<file path="src/rtl/inv_cipher_ctrl.sv">
// inv_cipher_ctrl: round sequencer for the AES-128 inverse cipher.
// Holds the working state, performs AddRoundKey internally and time-shares one
// external operation bus among the InvShiftRows, InvSubBytes and InvMixColumns units.
//
// Ports:
//   clk, rst             clock, synchronous active-high reset
//   in_valid/in_ready    ciphertext handshake, data_in carries the block
//   out_valid/out_ready  plaintext handshake, data_out is the working state
//   rk_idx/rk            round-key request index and combinational key return
//   op_sel/op_en         unit select (01 ISR, 10 ISB, 11 IMC) and launch strobe
//   op_state/op_result   unit operand (working state) and result (1 cycle later)
//   busy                 a block is in flight or waiting for output
module inv_cipher_ctrl #(
   parameter int unsigned WORD_SIZE  = 8,
   parameter int unsigned ARRAY_SIZE = 16,
   parameter int unsigned NR         = 10
) (
   input  logic                             clk,
   input  logic                             rst,
   input  logic                             in_valid,
   output logic                             in_ready,
   input  logic [WORD_SIZE*ARRAY_SIZE-1:0]  data_in,
   output logic                             out_valid,
   input  logic                             out_ready,
   output logic [WORD_SIZE*ARRAY_SIZE-1:0]  data_out,
   output logic [3:0]                       rk_idx,
   input  logic [WORD_SIZE*ARRAY_SIZE-1:0]  rk,
   output logic [1:0]                       op_sel,
   output logic                             op_en,
   output logic [WORD_SIZE*ARRAY_SIZE-1:0]  op_state,
   input  logic [WORD_SIZE*ARRAY_SIZE-1:0]  op_result,
   output logic                             busy
);

   localparam int unsigned StW   = WORD_SIZE * ARRAY_SIZE;
   localparam logic [3:0]  NrIdx = 4'(NR);

   typedef enum logic [3:0] {
      StIdle,
      StIsrGo,
      StIsrCap,
      StIsbGo,
      StIsbCap,
      StArk,
      StImcGo,
      StImcCap,
      StDone
   } state_e;

   state_e           state_q, state_d;
   logic [StW-1:0]   st_q, st_d;
   logic [3:0]       rnd_q, rnd_d;
   logic [1:0]       op_sel_q;

   assign data_out = st_q;
   assign op_state = st_q;

   always_comb begin
      state_d   = state_q;
      st_d      = st_q;
      rnd_d     = rnd_q;
      op_sel    = op_sel_q;   // select holds its last value between launches
      op_en     = 1'b0;
      in_ready  = 1'b0;
      out_valid = 1'b0;
      rk_idx    = 4'd0;
      busy      = 1'b1;
      case (state_q)
         StIdle: begin
            // in_ready is masked by rst so a same-cycle in_valid is never seen as accepted
            in_ready = ~rst;
            rk_idx   = NrIdx;
            busy     = 1'b0;
            if (in_valid) begin
               st_d    = data_in ^ rk;
               rnd_d   = NrIdx - 4'd1;
               state_d = StIsrGo;
            end
         end
         StIsrGo: begin
            op_sel  = 2'b01;
            op_en   = 1'b1;
            state_d = StIsrCap;
         end
         StIsrCap: begin
            st_d    = op_result;
            state_d = StIsbGo;
         end
         StIsbGo: begin
            op_sel  = 2'b10;
            op_en   = 1'b1;
            state_d = StIsbCap;
         end
         StIsbCap: begin
            st_d    = op_result;
            state_d = StArk;
         end
         StArk: begin
            rk_idx  = rnd_q;
            st_d    = st_q ^ rk;
            // the last round skips InvMixColumns; rnd is never decremented past 0
            state_d = (rnd_q == 4'd0) ? StDone : StImcGo;
         end
         StImcGo: begin
            op_sel  = 2'b11;
            op_en   = 1'b1;
            state_d = StImcCap;
         end
         StImcCap: begin
            st_d    = op_result;
            rnd_d   = rnd_q - 4'd1;
            state_d = StIsrGo;
         end
         StDone: begin
            out_valid = 1'b1;
            if (out_ready) begin
               state_d = StIdle;
            end
         end
         default: begin
            state_d = StIdle;
         end
      endcase
   end

   always_ff @(posedge clk) begin
      if (rst) begin
         state_q  <= StIdle;
         st_q     <= '0;
         rnd_q    <= 4'd0;
         op_sel_q <= 2'b00;
      end else begin
         state_q  <= state_d;
         st_q     <= st_d;
         rnd_q    <= rnd_d;
         op_sel_q <= op_sel;
      end
   end

endmodule
</file>
<file path="config.mk">
export PLATFORM = sky130hd
export DESIGN_NAME = inv_cipher_ctrl
export DESIGN_NICKNAME = d
export VERILOG_FILES = /design/src/rtl/inv_cipher_ctrl.sv
export SDC_FILE = /design/constraint.sdc
export NUM_CORES = 1
export LEC_CHECK = 0
export CORE_AREA = 2 2 253 255
export DETAILED_ROUTE_END_ITERATION = 10
export DIE_AREA = 0 0 255 257
export PLACE_DENSITY_LB_ADDON = 0.05
export SYNTH_ARGS = -nofsm -noshare
export SYNTH_HDL_FRONTEND = slang
export SYNTH_SLANG_ARGS = --single-unit
</file>
<file path="constraint.sdc">
create_clock -name clk -period 3.4 [get_ports clk]
set_input_delay 0.34 -clock clk [delete_from_list [all_inputs] [get_ports clk]]
set_output_delay 0.34 -clock clk [all_outputs]
set_load 0.02 [all_outputs]
</file>
==> results of run 1 <==
[kinds of logic after synthesis]
kind of cell | synth area share, %
and+or+nand+nor | 43.3
adders and majority gates | 0.197
xor gates and xnor gates | 0.138
DFF | 21.8
muxes | 0.0789
buffers and inverters | 13.1
AOI/OAI and AO/OA | 21.4
[worst paths after layout]
check                                start      endpoint  cells after the start  slack (ns)
worst min-delay path              rnd_q[0]      rnd_q[0]                      1        0.50
worst min register to register    rnd_q[0]      rnd_q[0]                      1        0.50
worst max-delay path            state_q[2]     rk_idx[2]                      3        0.40
worst max register to register  state_q[2]  data_out[40]                      5        0.85
[final cells by class]
type	instances	area [µm²]	area share, %
tap	846	1060	5.38
multi-input combinational	1342	8330	42.3
timing repair buffer	676	6820	34.7
clock inverter	12	194	0.985
sequential	138	2770	14.1
clock buffer	20	467	2.37
antenna	10	25.0	0.127
inverter	6	22.5	0.114
[placed cells by master, fill, tap and decap left out, drive strengths merged, types with 6 or more instances in the layout]
cell,count
a32o,128
buf,23
clkbuf,20
clkdlybuf4s50,653
dfxtp,138
diode,10
inv,6
nand2,133
nand3b,256
nand4,128
nor2,138
nor2b,260
o21ai,262
[per-layer routing]
layer | global-route usage [%] | part of all wire (%) | vias up
li1 | - | - | 7102
met1 | 20.8 | 41 | 6735
met2 | 32.0 | 51 | 390
met3 | 5.31 | 6.6 | 52
met4 | 5.15 | 1.2 | 18
met5 | 0 | 0.18 | -
[registers in the layout (all words and copies together), names as in the netlist]
register and cells:
rnd_q 4, op_sel_q 2, data_out 128, state_q 4
[power by group]
part / internal, mW / switching [mW] / total [mW]
clock: 1.35 / 0.895 / 2.25
combinational: 1.74 / 1.61 / 3.35
sequential: 1.87 / 0.402 / 2.27
total: 4.97 / 2.90 / 7.87
[synthesized netlist by cell type (2+ instances only)]
library cell | count | area, µm²
ha_1 | 2 | 25.0
nand2b_1 | 3 | 18.8
a21oi_1 | 4 | 20.0
nand4_1 | 128 | 801
nand2_1 | 133 | 499
inv_1 | 6 | 22.5
a211o_1 | 2 | 17.5
buf_2 | 88 | 440
nor2b_1 | 260 | 1630
a22oi_1 | 2 | 15.0
a32o_1 | 128 | 1280
nor2_1 | 138 | 518
o21ai_0 | 262 | 1310
dfxtp_1 | 138 | 2760
buf_4 | 139 | 1040
nand3b_1 | 256 | 1920
nor3_1 | 2 | 10.0
a211oi_1 | 4 | 30.0
buf_6 | 3 | 33.8
clkbuf_1 | 32 | 120
==> summary.txt, run 1 <==
CTS clock-pin slew for the worst setup and hold paths - 0.06 ns
Ports - 654
Crit path max fanout - 15
Final Skew - 0.0135 ns
Max Cap Viol - 0
Clk sinks - 138
Initial drt markers - 796
Synth Warn # - 0
CTS Buf Count - 17
PD cells - 400 nW/µm²
PortBufs - 653
Final wirelength - 61.2 mm
Outcome - completed
Vias/cell - 4.69
Max Root-Sink Buffers - 2
Max IR drop VDD - 0.416 mV
Distinct cells, synth - 38
Total global-route track usage - 18.1%
Post-CTS setup buffer count - 0
Area delta synth->final - 55.1%
Hold Buf Count CTS - 0
Post-Syn Nets - 2138
Die width - 255 µm
Worst Max-Slew Pin Slew - 0.768 ns
Clock root cell - clkbuf_16
Normalized max-slew margin - 48.6%
Vias - 14300
RSZ-0062 raised after global routing - no
Worst setup SP type - flop
F_max - 333 MHz
Global-route wire length before repair - 88.2 mm
Die Y - 257 µm
Final HPWL DP - 43.8 mm
Final Max Slew Viols - 0
Drt pass-1 iters - 5
Layout cells sized above 1 - 2.87%
PostCTS Resize Cnt - 0
Final WS setup - 0.401 ns
Mean Syn Cell Area - 7.26 µm²
Largest net degree at the start of global routing - 132
Area of the core - 62700 µm²
Detail Route Antenna Nets - 0
Vias in the first global route - 13300
Final worst-path cycle share - 88.2%
Sequential area share after synthesis - 21.8%
Final TNS setup - 0 ns
Layout Cells excl Fill - 3050
Layout Nets - 2571
Setup crit end kind - output pin
Post-route cell area - 19700 µm²
Global placer's final weighted congestion - 0.745
Placed cells - 3008
Critical path class - reg -> out
Buf+Inv Stages, Crit Path - 1
Critical path required time - 3.06 ns
Post-layout util - 31.4%
Initial antenna violation count - 19
Synthesized instance count - 1748
Grt total ovfl - 0
CTS tree - yes
# H-tree levels - 4
Worst Hold Class - reg -> reg
Number of synthesized flops with an enable pin - 0
Hold Slack - 0.501 ns
Skew-Pair Late Insertion Delay - 0.49 ns
Ys flop type - dfxtp_1
Pre-CTS setup slack - 0.911 ns
Final min period - 3.00 ns
Die footprint - 65500 µm²
Final hold vios - 0
Total chip power - 7.87 mW
Crit path cell chain - nor4bb_4 -> and2_1 -> clkdlybuf4s50_1
Initial Util - 20.2%
Placed Area - 19000 µm²
Slowest cell on the critical path - dfxtp_1
Crit path largest cell delay - 0.72 ns
Cell area after synthesis - 12700 µm²
Synth Register Bits - 138
DRC viols - 0
Site Rows - 92
Fillers - 6634
Wirelength per Cell - 20.1 µm
Setup violators final - 0
Critical Path AT - 2.66 ns
Top delay family on crit path - simple AND/OR/NAND/NOR gates
Leak pwr - 6.65 nW
Async S/R FF share, synth - 0%
No activity file was read; power rests on OpenSTA's default activity.
==> run 2, diff against run 1 <==
--- a/config.mk
+++ b/config.mk
@@ -5,9 +5,9 @@
 export SDC_FILE = /design/constraint.sdc
 export NUM_CORES = 1
 export LEC_CHECK = 0
-export CORE_AREA = 2 2 253 255
+export CORE_AREA = 2 2 252 254
 export DETAILED_ROUTE_END_ITERATION = 10
-export DIE_AREA = 0 0 255 257
+export DIE_AREA = 0 0 254 256
 export PLACE_DENSITY_LB_ADDON = 0.05
 export SYNTH_ARGS = -nofsm -noshare
 export SYNTH_HDL_FRONTEND = slang
==> constraint.sdc (replaced) <==
create_clock -name clk -period 2.5 [get_ports clk]
set_input_delay 0.25 -clock clk [delete_from_list [all_inputs] [get_ports clk]]
set_output_delay 0.25 -clock clk [all_outputs]
set_load 0.02 [all_outputs]
==> summary.txt, run 2 (synthesis gave the netlist of run 1 again) <==
Outcome - completed
CTS clock-pin slew for the worst setup and hold paths - 0.07 ns (about the same)
Layout Cells excl Fill - 3069 (+0.62%)
Hold endpoint - state_q[3]
Worst Hold Class - in -> reg
M1 wire length - 24.5 mm (-2.2%)
Total global-route track usage - 18.3% (+0.27 points)
Placed cells - 3015 (+0.23%)
Setup violators final - 0 (unchanged)
Initial Util - 20.3% (+0.11 points)
Area delta synth->final - 56.1%
Vias/cell - 4.72 (+0.65%)
Max Root-Sink Buffers - 2 (unchanged)
Most common cell after layout, fill and taps aside - clkdlybuf4s50_1
RSZ-0062 raised after global routing - no
Clock root cell - clkbuf_16
Die Y - 256 µm (-0.39%)
PD cells - 535 nW/µm² (+34%)
Layout cells sized above 1 - 3.36% (+0.49 points)
Crit path cell chain - buf_4 -> nor4b_2 -> clkdlybuf4s50_1
Die footprint - 65000 µm² (-0.78%)
Hold Buf Count CTS - 0 (unchanged)
Initial drt markers - 740 (-7.0%)
Wire length on met3 - 4.01 mm (-0.50%)
Max IR drop VDD - 0.478 mV (+15%)
Commonest non-fill, non-tap cells in the layout - clkdlybuf4s50_1, o21ai_0, nor2b_1
Final hold vios - 0 (unchanged)
Highest routed layer - met5
Final Skew - 0.0163 ns (+0.00276 ns)
DRC viols - 0 (unchanged)
Setup crit end kind - output pin
Total chip power - 10.6 mW (+35%)
Area of the core - 62400 µm² (-0.55%)
Final HPWL DP - 43.5 mm (-0.79%)
F_max - 419 MHz
Critical path required time - 2.25 ns (-0.81 ns)
Detail Route Antenna Nets - 0 (unchanged)
Final wirelength - 61.2 mm (about the same)
Normalized max-slew margin - 51.4% (+2.8 points)
# H-tree levels - 4 (unchanged)
Worst setup SP type - flop
Vias in the first global route - 13600 (+2.5%)
PortBufs - 653 (unchanged)
Critical path startpoint - state_q[2]
Crit path max fanout - 14 (-1)
Global-route wire length before repair - 89.4 mm (+1.4%)
Slowest cell on the critical path - clkdlybuf4s50_1
Final worst-path cycle share - 95.5%
Worst flop-to-flop path endpoint - data_out[13]
Global placer's final weighted congestion - 0.736 (-1.2%)
Hold Slack - 0.399 ns (-0.103 ns)
Layout Nets - 2579 (+0.31%)
Die width - 254 µm (-0.39%)
Critical path class - reg -> out
Skew-Pair Late Insertion Delay - 0.49 ns (about the same)
Final Max Slew Viols - 0 (unchanged)
WHS Path Cells - 4 (+3)
Critical Path AT - 2.14 ns (-0.52 ns)
Drt pass-1 iters - 8 (+3)
Reg2reg path depth - 6 (+1)
Vias - 14500 (+1.3%)
Largest net degree at the start of global routing - 123 (-6.8%)
Leak pwr - 6.74 nW (+1.4%)
FF-to-FF Start - state_q[1]
CTS Buf Count - 17 (unchanged)
Grt total ovfl - 0 (unchanged)
R2R setup slack - 0.48 ns (-0.37 ns)
Initial antenna violation count - 26 (+7)
Site Rows - 92 (unchanged)
Clk sinks - 138 (unchanged)
Final TNS setup - 0 ns (unchanged)
Min-delay src - out_ready
Routed wire length on met2 - 31.6 mm (+1.1%)
Crit path largest cell delay - 0.72 ns (about the same)
Max reg flops - 128 (unchanged)
Max Cap Viol - 0 (unchanged)
Ports - 654 (unchanged)
Worst Max-Slew Pin Slew - 0.729 ns (-0.0395 ns)
CTS tree - yes
Wirelength per Cell - 20.0 µm (-0.62%)
Final min period - 2.39 ns
## run 2: worst max-delay path, delay by kind of cell, from the launching register on
family | cells | cell delay [ns]
buffers and inverters | 2 | 0.92
flip-flops | 1 | 0.31
AND/OR/NAND/NOR | 1 | 0.42
## run 2: how the worst max path moves through the flow
stage | endpoint | slack, ns | cells past startpoint
floorplan | state_q[3] | 0.54 | 6
global placement | data_out[78] | 0.36 | 6
detailed placement | rk_idx[1] | 0.33 | 5
CTS | rk_idx[2] | 0.05 | 4
global route | busy | 0.05 | 4
finish | out_valid | 0.11 | 3
## run 2: where the power goes
group,internal (mW),switching [mW]
registers,2.54,0.513
clock network,1.70,1.23
logic,2.38,2.22
## run 2: area by class of cell
type                    instances  area, µm²
repair buffers                684       6930
clock buffers                  18        439
fillers                      6750      42600
inverters                       6       22.5
multi-input cells            1342       8330
well taps                     846       1060
flip-flops and latches        138       2770
diodes                         21       52.6
clock inverters                14        193
## run 2: through the flow
stage	worst slack [ns]	instance area, µm²	utilization (%)
after global placement	0.357	19100	30.6
after detailed placement	0.329	19100	30.6
after CTS	0.0509	19700	31.6
final	0.113	19800	31.7
after floorplan	0.542	12700	-
after global routing	0.0509	19800	31.7
## run 2: layer usage
metal	track usage (%)	vias to the layer above
met1	20.5	6876
li1	-	7138
met4	7.06	14
met2	32.3	391
met5	0	-
met3	5.49	60
## run 2: what timing repair did
item,in CTS,in global routing
endpoints found under the hold margin,0,0
gates resized for setup,9,3
setup buffers,1,0
endpoints found under the setup margin,9,2
cloned,0,0
